**src/rtl/decoder_pkg.sv**
```systemverilog
// Shared widths, state encoding and decode helper for the 3-to-8 scan decoder.
package decoder_pkg;

    localparam int CODE_W   = 3;
    localparam int ONEHOT_W = 8;

    typedef enum logic [1:0] {
        IDLE   = 2'd0,
        DIRECT = 2'd1,
        SCAN   = 2'd2
    } state_e;

    // Binary index to one-hot vector.
    function automatic logic [ONEHOT_W-1:0] onehot(input logic [CODE_W-1:0] c);
        return ONEHOT_W'(1) << c;
    endfunction

endpackage

```
**src/rtl/decoder38_scan_tick_div.sv**
```systemverilog
// Scan-step prescaler: pulses tick once every DIV cycles while run is high.
module tick_div #(
    parameter int DIV = 4
) (
    input  logic clk,
    input  logic rst_n,
    input  logic clr,
    input  logic run,
    output logic tick
);

    localparam int CNT_W = (DIV > 1) ? $clog2(DIV) : 1;
    localparam logic [CNT_W-1:0] TERM = CNT_W'(DIV - 1);

    logic [CNT_W-1:0] cnt_q;
    logic [CNT_W-1:0] cnt_d;

    // Terminal count only counts while running, so a frozen counter never ticks.
    assign tick = run && (cnt_q == TERM);

    // Next count: clear wins, wrap to zero at terminal count, hold when not running.
    always_comb begin
        cnt_d = cnt_q;
        if (clr) begin
            cnt_d = '0;
        end else if (run) begin
            cnt_d = tick ? '0 : cnt_q + 1'b1;
        end
    end

    // Counter register.
    always_ff @(posedge clk or negedge rst_n) begin
        if (!rst_n) begin
            cnt_q <= '0;
        end else begin
            cnt_q <= cnt_d;
        end
    end

endmodule

```
**src/rtl/decoder38_scan.sv**
```systemverilog
// 3-to-8 decoder with registered outputs: direct decode of code, or an
// auto-scan walking one that advances every DIV clocks.
module decoder38_scan
    import decoder_pkg::*;
#(
    parameter int DIV = 4
) (
    input  logic                clk,
    input  logic                rst_n,
    input  logic                en_n,
    input  logic                mode,
    input  logic [CODE_W-1:0]   code,
    output logic [ONEHOT_W-1:0] y,
    output logic [CODE_W-1:0]   idx,
    output logic                valid,
    output logic                wrap
);

    state_e              state_q, state_d;
    logic                arm_q, arm_d;
    logic [ONEHOT_W-1:0] y_q, y_d;
    logic [CODE_W-1:0]   idx_q, idx_d;
    logic                valid_q, valid_d;
    logic                wrap_q, wrap_d;
    logic                clr;
    logic                run;
    logic                tick;

    tick_div #(
        .DIV (DIV)
    ) u_tick_div (
        .clk   (clk),
        .rst_n (rst_n),
        .clr   (clr),
        .run   (run),
        .tick  (tick)
    );

    // arm_q stays low for the first edge after reset release, so the first
    // decode lands on the second edge.
    assign arm_d = 1'b1;

    // Next state and next outputs; outputs reflect the state being entered.
    always_comb begin
        state_d = (!arm_q || en_n) ? IDLE : (mode ? SCAN : DIRECT);
        idx_d   = idx_q;
        y_d     = '0;
        valid_d = 1'b0;
        wrap_d  = 1'b0;
        clr     = 1'b0;
        run     = 1'b0;
        case (state_d)
            DIRECT: begin
                idx_d   = code;
                y_d     = onehot(code);
                valid_d = 1'b1;
            end
            SCAN: begin
                if (state_q != SCAN) begin
                    // Scan entry: reload from code and restart the prescaler.
                    idx_d = code;
                    clr   = 1'b1;
                end else begin
                    run = 1'b1;
                    if (tick) begin
                        idx_d  = idx_q + 3'd1;
                        wrap_d = (idx_q == 3'd7);
                    end
                end
                y_d     = onehot(idx_d);
                valid_d = 1'b1;
            end
            default: begin
                // IDLE: outputs inactive, idx and prescaler hold.
            end
        endcase
    end

    // Control and output registers.
    always_ff @(posedge clk or negedge rst_n) begin
        if (!rst_n) begin
            state_q <= IDLE;
            arm_q   <= 1'b0;
            y_q     <= '0;
            idx_q   <= '0;
            valid_q <= 1'b0;
            wrap_q  <= 1'b0;
        end else begin
            state_q <= state_d;
            arm_q   <= arm_d;
            y_q     <= y_d;
            idx_q   <= idx_d;
            valid_q <= valid_d;
            wrap_q  <= wrap_d;
        end
    end

    assign y     = y_q;
    assign idx   = idx_q;
    assign valid = valid_q;
    assign wrap  = wrap_q;

endmodule

```
**config.mk**
```make
export PLATFORM = sky130hd
export DESIGN_NAME = decoder38_scan
export DESIGN_NICKNAME = d
export VERILOG_FILES = /design/src/rtl/decoder_pkg.sv /design/src/rtl/decoder38_scan_tick_div.sv /design/src/rtl/decoder38_scan.sv
export SDC_FILE = /design/constraint.sdc
export NUM_CORES = 1
export LEC_CHECK = 0
export BUFFER_PORTS_ARGS = -buffer_cell sky130_fd_sc_hd__buf_2
export CAP_MARGIN = 20
export CORE_ASPECT_RATIO = 1.25
export CORE_MARGIN = 2
export CORE_UTILIZATION = 55
export CTS_CLUSTER_DIAMETER = 80
export DETAILED_ROUTE_END_ITERATION = 8
export PLACE_DENSITY = 0.86
export SLEW_MARGIN = 20
export SYNTH_ARGS = -nofsm -noshare
export SYNTH_HDL_FRONTEND = slang
export SYNTH_SLANG_ARGS = --single-unit
```
**constraint.sdc**
```tcl
create_clock -name clk -period 4.1 [get_ports clk]
set_clock_uncertainty 0.2 [all_clocks]
set_input_delay 0.205 -clock clk [delete_from_list [all_inputs] [get_ports clk]]
set_output_delay 0.205 -clock clk [all_outputs]
set_load 0.01 [all_outputs]
```
==> results.toml <==
[die]
pin_count = 20
core_area_sq_um = 1600
start_util_pct = 60.5
die_area_sq_um = 2110
die_h_microns = 50.9
rows = 16
die_x_microns = 41.5

[worst_setup_path]
cp-start-kind = "register"
crit_chain = "ha_1, ha_1, mux2_2, o211ai_1, a21oi_1"
cp_max_fo = 12
ff2ff_path_depth = 5
required_ns = 4.05
critical_path_class = "reg2reg"
r2r_slack_ns = 2.15
worstReg2RegEnd = "y[6]"
r2r_start = "idx[0]"
crit_slowest_cell = "dfrtp_1"
arrival_ns = 1.90
endpoint_kind = "register"
critPathMaxStageDelay_ns = 0.51
cp_common_cell = "ha_1"

[drt]
firstDrtPassIters = 4
vias = 736
drc = 0
wirelength_microns = 1850
first_iter_violations = 8
ant_nets = 0
wl_per_cell_microns = 14.8
routed_via_density = 5.89

[global_route]
gr-usage-met3_pct = 2.83
grtUsageMet2_pct = 34.1
grt_pass1_wl_microns = 3130
grt-busiest-layer = "met2"
grt_antenna_before_repair = 0
grt_use_met1_pct = 22.5
grt_pass1_vias = 705
grt_max_degree = 19
track_usage_pct = 19.3
gr-total-overflow = 0

[sta]
hold_violations = 0
timing.slew.headroom_pct = 63.2
tightest_slew_ns = 0.552
slew_viol_final = 0
fin_setup_tns_ns = 0
whs_ns = 0.0311
period_share_pct = 47.6
rsz0062_at_grt = "no"
period_minus_slack_ns = 1.95
setup-violations-final = 0
fmax_mhz = 513

[cts]
clk_pin_slew_ns = 0.09
clock_latency_ns = 0.29
cts_sinks = 18
cts.path.max_buffers = 2
cts-root-buf = "clkbuf_4"
cts_repair_resize_count = 0
numCtsBuffers = 3
htreeDepth = 1
cts_tree = "built"

[cells_and_area]
layout-area-overhead-vs-synth_pct = 12.8
final_core_util_pct = 68.2
diodes = 0
drive_gt1_share_pct = 34.6
design_area_sq_um = 1090
nets = 119

[pwr]
power.density_nw_per_um2 = 316
total_power_uw = 345
p_leak_nw = 0.523
ir_drop_uv = 231

[synth]
ys_seq_area_share_pct = 46.5
synthArstFlopShare_pct = 100
yosysTopAreaCell = "dfrtp_1"
synthMostInstantiatedCell = "dfrtp_1"
synth_edf_count = 0
netlist_area_sq_um = 968
synth_common_cells = "18 x dfrtp_1, 7 x a21oi_1, 7 x o211ai_1"
synthFlopType = "dfrtp_1"
synth_top_area_share_pct = 46.5
synthesis.nets = 98
synth_area_leaders = "dfrtp_1 47%, o211ai_1 5.4%, ha_1 3.9%"
synth_seq_cells = 18
avgSynthCellArea_sq_um = 11.0
synth_cells = 88
yosys_warnings = 0
ys_types = 34

[hold_path]
min_to = "y[7]"
whs_path_depth = 3
min_path_type = "in2reg"
min-delay-start = "code[0]"

[placement]
placed_area_sq_um = 1050
portBuffers = 19
routabilityCongestion = 0.824
place_hpwl_microns = 1320

[run]
maxCapViolCount = 0

[outcome]
status = "finished, final reports clean"
-- cell families (layout without fill, tap and decap cells) --
kind of cell,count (synthesis),after routing,synth area share [%]
compound gates,22,22,16.4
fa+ha+maj,3,3,3.88
buf+inv,8,27,4.91
flops,18,18,46.5
mux,4,4,5.56
simple gates,32,32,22.4
other cells,1,1,0.387
-- state kept, by name, summed over array words and instances (netlist names) --
name	cells
y	8
idx	3
state_q	2
u_tick_div.cnt_q	2
arm_q	1
valid	1
wrap	1
-- per-stage QoR --
step | setup slack [ns] | instances
6_report | 2.15 | 125
3_5_place_dp | 2.17 | 120
3_3_place_gp | 2.24 | 120
2_1_floorplan | 2.33 | 88
4_1_cts | 2.15 | 125
5_1_grt | 2.04 | 125
-- worst max-delay path: cells and delay by family (launching register included) --
| kind | cells | cell delay, ns |
|---|---|---|
| flip-flops | 1 | 0.51 |
| multiplexers | 1 | 0.33 |
| AO/OA/AOI/OAI | 2 | 0.19 |
| adder cells (fa/ha/maj) | 2 | 0.58 |
-- final cells by class --
type,count,area [sq um]
multi-input combinational,62,470
clock buffer,3,22.5
timing repair buffer,21,115
sequential,18,450
tap,18,22.5
fill,137,509
inverter,3,11.3
-- report_power, final --
group	leakage, nW	total [mW]	internal, mW	switching [mW]
combinational	0.271	0.0654	0.0283	0.0371
sequential	0.238	0.196	0.185	0.0110
clock	0.0138	0.0836	0.0341	0.0495
total	0.523	0.345	0.248	0.0976
-- cell usage in the layout, fill, tap and decap left out, drive strengths merged --
master	n
buf	19
dfrtp	18
o211ai	8
a21oi	8
nor2	5
nand2	4
nand3b	4
and3b	4
nand3	3
nor3b	3
ha	3
clkbuf	3
inv	3
mux2i	3
nor2b	2
and3	2
a22o	2
dlygate4sd3	2
nand2b	1
mux2	1
nor3	1
nand4b	1
nand4	1
a31oi	1
o21ai	1
and2	1
o2bb2ai	1
a22oi	1
conb	1
-- timing repair --
action                                 CTS  global route
endpoints found under the hold margin   20             0
buffers inserted                         0             0
hold buffers                             2             0
-- worst max-delay path by stage --
stage                     startpoint   end  slack (ns)
final                         idx[0]  y[6]        2.15
after global routing          idx[0]  y[6]        2.04
after CTS                     idx[0]  y[7]        2.15
after detailed placement      idx[0]  y[7]        2.17
after global placement        idx[0]  y[7]        2.24
after floorplan               idx[1]  y[6]        2.33
-- per-layer routing --
| layer | share of wire [%] | up-vias |
|---|---|---|
| li1 | - | 357 |
| met1 | 42 | 361 |
| met2 | 53 | 14 |
| met3 | 3.0 | 4 |
| met4 | 2.0 | 0 |
| met5 | 0 | - |
Note: power is estimated with default switching activity, not from simulation.
